[config.mk]
export PLATFORM = sky130hd
export DESIGN_NAME = uk101_autotype_seq_flat
export DESIGN_NICKNAME = d
export VERILOG_FILES = /design/src/rtl/uk101_autotype_if.sv /design/src/rtl/uk101_autotype_seq.sv /design/src/flat_wrapper.sv
export SDC_FILE = /design/constraint.sdc
export NUM_CORES = 1
export LEC_CHECK = 0
export ABC_AREA = 1
export BUFFER_PORTS_ARGS = -buffer_cell sky130_fd_sc_hd__buf_2
export CAP_MARGIN = 20
export CELL_PAD_IN_SITES_DETAIL_PLACEMENT = 0
export CELL_PAD_IN_SITES_GLOBAL_PLACEMENT = 1
export CORE_MARGIN = 3
export CORE_UTILIZATION = 46
export DETAILED_ROUTE_END_ITERATION = 12
export PLACE_DENSITY_LB_ADDON = 0.1
export SYNTH_ARGS = -nofsm -noshare
export SYNTH_HDL_FRONTEND = slang
export SYNTH_SLANG_ARGS = --single-unit
[constraint.sdc]
create_clock -name clk -period 2.3 [get_ports clk]
set_input_delay 0.46 -clock clk [delete_from_list [all_inputs] [get_ports clk]]
set_output_delay 0.46 -clock clk [all_outputs]
set_load 0.05 [all_outputs]
[src/rtl/uk101_autotype_if.sv]
// uk101_autotype_if: board buttons in, uk101va reset/keys out
// master = sequencer side, slave = core/board side
interface uk101_autotype_if;
  logic man_reset;
  logic man_b;
  logic man_c;
  logic man_enter;
  logic cpu_n_reset;
  logic key_b;
  logic key_c;
  logic key_enter;
  logic busy;
  logic done;

  modport master (
    input  man_reset, man_b, man_c, man_enter,
    output cpu_n_reset, key_b, key_c, key_enter, busy, done
  );

  modport slave (
    output man_reset, man_b, man_c, man_enter,
    input  cpu_n_reset, key_b, key_c, key_enter, busy, done
  );
endinterface

[src/rtl/uk101_autotype_seq.sv]
// uk101_autotype_seq: power-on reset and B,C,ENTER x3 boot typist
// board buttons are synchronised and merged onto the same lines
module uk101_autotype_seq #(
  parameter int TICK_DIV    = 25000,
  parameter int RESET_TICKS = 100,
  parameter int GAP_TICKS   = 350,
  parameter int PRESS_TICKS = 150,
  parameter bit AUTOTYPE    = 1'b1
) (
  input logic clk,
  input logic n_reset,
  uk101_autotype_if.master io
);
  localparam int M1 =
    (RESET_TICKS > GAP_TICKS) ? RESET_TICKS : GAP_TICKS;
  localparam int MAXT =
    (M1 > PRESS_TICKS) ? M1 : PRESS_TICKS;
  localparam int TW = $clog2(MAXT + 1);
  localparam int PW =
    (TICK_DIV > 1) ? $clog2(TICK_DIV) : 1;

  typedef enum logic [1:0] {
    HOLD_RST, GAP, PRESS, DONE
  } state_t;

  state_t        state_q, state_d;
  logic [2:0]    step_q, step_d;
  logic [PW-1:0] presc_q;
  logic [TW-1:0] tcnt_q;
  logic [3:0]    s1_q, s2_q;
  logic          tick, abort, clr;
  logic          cpu_q, kb_q, kc_q, ke_q;
  logic          busy_q, done_q;
  logic          cpu_d, kb_d, kc_d, ke_d;
  logic          busy_d, done_d;
  logic          ab, ac, ae;

  // state, counters, synchronisers and registered outputs
  always_ff @(posedge clk or negedge n_reset) begin
    if (!n_reset) begin
      state_q <= HOLD_RST;
      step_q  <= '0;
      presc_q <= '0;
      tcnt_q  <= '0;
      s1_q    <= '0;
      s2_q    <= '0;
      cpu_q   <= 1'b0;
      kb_q    <= 1'b0;
      kc_q    <= 1'b0;
      ke_q    <= 1'b0;
      busy_q  <= 1'b1;
      done_q  <= 1'b0;
    end else begin
      s1_q    <= {io.man_reset, io.man_enter,
                  io.man_c, io.man_b};
      s2_q    <= s1_q;
      state_q <= state_d;
      step_q  <= step_d;
      if (clr) begin
        presc_q <= '0;
        tcnt_q  <= '0;
      end else if (tick) begin
        presc_q <= '0;
        tcnt_q  <= tcnt_q + 1'b1;
      end else begin
        presc_q <= presc_q + 1'b1;
      end
      cpu_q  <= cpu_d;
      kb_q   <= kb_d;
      kc_q   <= kc_d;
      ke_q   <= ke_d;
      busy_q <= busy_d;
      done_q <= done_d;
    end
  end

  // next state: man_reset beats abort beats timeout
  always_comb begin
    state_d = state_q;
    step_d  = step_q;
    tick    = (presc_q == PW'(TICK_DIV - 1));
    abort   = (|s2_q[2:0]) &&
              (state_q == GAP || state_q == PRESS);
    if (s2_q[3]) begin
      state_d = HOLD_RST;
      step_d  = '0;
    end else if (abort) begin
      state_d = DONE;
    end else begin
      case (state_q)
        HOLD_RST:
          if (tick &&
              tcnt_q == TW'(RESET_TICKS - 1)) begin
            state_d = AUTOTYPE ? GAP : DONE;
            step_d  = '0;
          end
        GAP:
          if (tick &&
              tcnt_q == TW'(GAP_TICKS - 1))
            state_d = PRESS;
        PRESS:
          if (tick &&
              tcnt_q == TW'(PRESS_TICKS - 1)) begin
            if (step_q == 3'd4) begin
              state_d = DONE;
            end else begin
              state_d = GAP;
              step_d  = step_q + 3'd1;
            end
          end
        default: state_d = DONE;
      endcase
    end
    clr = s2_q[3] || (state_d != state_q) ||
          (step_d != step_q) || (state_q == DONE);
  end

  // outputs from next state merged with synced buttons
  always_comb begin
    ab = 1'b0;
    ac = 1'b0;
    ae = 1'b0;
    unique case (1'b1)
      (state_d == PRESS && step_d == 3'd0): ab = 1'b1;
      (state_d == PRESS && step_d == 3'd1): ac = 1'b1;
      (state_d == PRESS && step_d >= 3'd2): ae = 1'b1;
      default: ;
    endcase
    cpu_d  = (state_d != HOLD_RST);
    kb_d   = ab | s2_q[0];
    kc_d   = ac | s2_q[1];
    ke_d   = ae | s2_q[2];
    busy_d = (state_d != DONE);
    done_d = (state_d == DONE);
  end

  assign io.cpu_n_reset = cpu_q;
  assign io.key_b       = kb_q;
  assign io.key_c       = kc_q;
  assign io.key_enter   = ke_q;
  assign io.busy        = busy_q;
  assign io.done        = done_q;
endmodule
[src/flat_wrapper.sv]
// flat-port wrapper written by rule: the top's interface ports become plain ports
module uk101_autotype_seq_flat 
#(
  parameter int TICK_DIV    = 25000,
  parameter int RESET_TICKS = 100,
  parameter int GAP_TICKS   = 350,
  parameter int PRESS_TICKS = 150,
  parameter bit AUTOTYPE    = 1'b1
)
  (clk, n_reset, io_man_reset, io_man_b, io_man_c, io_man_enter, io_cpu_n_reset, io_key_b, io_key_c, io_key_enter, io_busy, io_done);
  uk101_autotype_if io_i ();
  input logic clk;
  input logic n_reset;
  input wire logic [$bits(io_i.man_reset)-1:0] io_man_reset;
  input wire logic [$bits(io_i.man_b)-1:0] io_man_b;
  input wire logic [$bits(io_i.man_c)-1:0] io_man_c;
  input wire logic [$bits(io_i.man_enter)-1:0] io_man_enter;
  output wire logic [$bits(io_i.cpu_n_reset)-1:0] io_cpu_n_reset;
  output wire logic [$bits(io_i.key_b)-1:0] io_key_b;
  output wire logic [$bits(io_i.key_c)-1:0] io_key_c;
  output wire logic [$bits(io_i.key_enter)-1:0] io_key_enter;
  output wire logic [$bits(io_i.busy)-1:0] io_busy;
  output wire logic [$bits(io_i.done)-1:0] io_done;
  assign io_i.man_reset = io_man_reset;
  assign io_i.man_b = io_man_b;
  assign io_i.man_c = io_man_c;
  assign io_i.man_enter = io_man_enter;
  assign io_cpu_n_reset = io_i.cpu_n_reset;
  assign io_key_b = io_i.key_b;
  assign io_key_c = io_i.key_c;
  assign io_key_enter = io_i.key_enter;
  assign io_busy = io_i.busy;
  assign io_done = io_i.done;
  uk101_autotype_seq #(.TICK_DIV(TICK_DIV), .RESET_TICKS(RESET_TICKS), .GAP_TICKS(GAP_TICKS), .PRESS_TICKS(PRESS_TICKS), .AUTOTYPE(AUTOTYPE)) u_core (.clk(clk), .n_reset(n_reset), .io(io_i));
endmodule
==> reports/qor.txt <==
GRT Max-Usage Layer: met2
Num Clock Sinks: 43
CTS root buf: clkbuf_8
via count: 2023
GR Util met3: 3.725%
DR iter-0 viols: 97
Die Ht: 80.00 um
Via density: 4.783
Yosys reg bits: 43
Cell variety after synth: 31
Leak: 1.408 nW
buffer depth of the longest clock path: 2
clock slew at reported path FFs: 0.10 ns
Fmax: 0.4616 GHz
grt total ovfl: 0
hold buffer count at CTS: 0
io pins: 12
H-tree depth: 2
gpl congestion: 0.8422
fin crit period: 2.166 ns
Hold Slack: 0.2228 ns
drt total wl: 5344 um
Worst VDD drop: 0.3286 mV
fin crit share: 94.19%
cell mode on critical path: nand2_2
first-pass GRT wire length: 8901 um
Fin. Hold Viols: 0
drc violations: 0
yosys warns: 0
Worst EP arrival: 2.40 ns
CP Class: reg2reg
Pins Over Slew Limit: 0
sequential share of the synthesized area: 42.77%
ys async rst share: 100.0%
flop-to-flop setup slack: 0.13 ns
Synth Net Count: 338
layout cells sized above 1: 30.03%
CTS tree: yes
Post-synth EDFFs: 0
MaxCap Viol Count: 0
top_reg_cell synth: dfrtp_1
Cells after Synth: 323
filler instances: 508
crit-path cells: inv_2 -> ha_1 -> o31ai_1 -> nand2_1 -> a21oi_4 -> nand2_2 -> nand2_2 -> nand2_2 -> nand2_2 -> nand2_2 -> nand2_2 -> nand3_4 -> clkbuf_16 -> nor2_2
Std-Cell Rows: 26
slew at the pin closest to its max-slew limit: 0.5539 ns
Final Util: 57.67%
port bufs: 11
starting density of the core: 48.39%
synthesized area per cell: 7.798 um^2
status: completed
Nets: 367
WL/cell: 12.63 um
critical path endpoint category: flip-flop
met1 global-route usage: 25.43%
area of the core: 5205 um^2
iteration count of the initial detailed-routing pass: 4
multi-input logic area: 1339 um^2
Worst-Skew Late Latency: 0.30 ns
Required @ worst endpoint: 2.53 ns
power per cell area: 459.1 nW/um^2
Die ar.: 6399 um^2
Routed Antenna Nets: 0
largest net degree at the start of global routing: 44
antenna fix cells: 0
Global Route met2 Usage: 26.57%
Sequential Area: 1080 um^2
number of global-route vias before repair: 1943
Max FO, Critical Path: 6
Final Skew: 0.01058 ns
Mapped Area: 2519 um^2
CP max stage cell: dfrtp_2
Die X: 80.00 um
Post-DP HPWL: 3592 um
Max-slew headroom: 63.07%
Area Growth Syn to Fin: 19.18%
Hold Path Class: in2async
Setup-failing EPs final: 0
critical path's largest stage delay: 0.43 ns
initial antenna violation count: 0
GRT Overall Usage: 17.61%
CTS Buf Count: 5
nature of the critical path startpoint: flip-flop
## metrics by stage
| stage | worst slack, ns | setup TNS (ns) | instance area (um^2) | power, mW | instances |
|---|---|---|---|---|---|
| 2_1_floorplan | 0.3863 | 0 | 2519 | 0.8291 | 323 |
| 3_3_place_gp | 0.1079 | 0 | 2681 | 0.8597 | 406 |
| 6_report | 0.1335 | 0 | 3002 | 1.378 | 423 |
| 3_5_place_dp | 0.1194 | 0 | 2681 | 0.8609 | 406 |
| 5_1_grt | -0.03992 | -0.5131 | 3002 | 1.444 | 423 |
| 4_1_cts | 0.07607 | 0 | 2776 | 1.381 | 414 |
## cell usage after synthesis (all sizes together) (2+ instances only)
master | number | area share (%)
nor3 | 5 | 1.2
clkinv | 3 | 0.50
buf | 2 | 0.89
a21oi | 3 | 0.75
nor4 | 2 | 0.50
ha | 9 | 4.5
dfrtp | 42 | 42
nor2 | 62 | 12
nand2 | 87 | 13
nand3 | 21 | 5.4
nand4 | 9 | 2.2
inv | 49 | 7.3
xor2 | 12 | 4.2
o21ai | 8 | 1.6
nand3b | 2 | 0.60
## area by class of cell
type / count / area share (%)
repair buffers: 24 / 6.795
clock buffers: 5 / 2.293
flip-flops and latches: 43 / 35.97
clock inverters: 3 / 0.8754
multi-input cells: 226 / 44.60
well taps: 70 / 2.918
inverters: 52 / 6.544
## power breakdown
| group | internal [mW] | switching (mW) |
|---|---|---|
| clock | 0.224 | 0.289 |
| sequential | 0.769 | 0.00676 |
| combinational | 0.0316 | 0.0579 |
| total | 1.02 | 0.353 |
## worst max-delay path, delay by kind of cell, from the launching register on
| family | cells | cell delay, ns |
|---|---|---|
| flip-flops | 1 | 0.43 |
| adder cells (fa/ha/maj) | 1 | 0.33 |
| AO/OA/AOI/OAI | 2 | 0.28 |
| AND/OR/NAND/NOR | 9 | 0.76 |
| buffers and inverters | 2 | 0.29 |
## flip-flops by register name, summed over array words and instances, names as in the netlist, 2 cells and up
signal,flops
u_core.presc_q,15
u_core.tcnt_q,9
u_core.s1_q,4
u_core.s2_q,4
u_core.step_q,3
u_core.state_q,2
## cells in the final DEF, fill, tap and decap left out, drive strengths merged, types with 5 or more instances in the layout
cell,count
inv,51
clkbuf,7
nand3,21
nand4,9
nor2,62
ha,9
o21ai,8
xor2,12
nand2,87
nor3,5
dfrtp,42
buf,22
## cells by family after synthesis
kind of cell	share of synthesized area [%]
AO/OA/AOI/OAI	3.180
XOR/XNOR	4.521
adder cells (fa/ha/maj)	4.471
buffers and inverters	8.693
flip-flops	42.77
AND/OR/NAND/NOR	36.36
## routing by layer
layer | wire, um | up-vias
met5 | 0 | -
met4 | 30 | 0
met3 | 123 | 2
met2 | 2411 | 20
met1 | 2779 | 947
li1 | - | 1054
## path summary, 6_finish.rpt
path,startpoint,end,cells after the start
max,u_core.state_q[0],u_core.tcnt_q[3],14
min,n_reset,u_core.tcnt_q[1],2
max reg2reg,u_core.state_q[0],u_core.tcnt_q[3],14
min reg2reg,u_core.s1_q[0],u_core.s2_q[0],0
max in group asynchronous,n_reset,u_core.state_q[0],2
min in group clk,io_man_c,u_core.s1_q[1],1
## timing repair
| item | CTS | global route |
|---|---|---|
| buffers inserted | 0 | 6 |
| gates resized for setup | 0 | 37 |
| endpoints found under the hold margin | 0 | 0 |
| endpoints found under the setup margin | 0 | 26 |
Power figures use the tool's default switching activity.
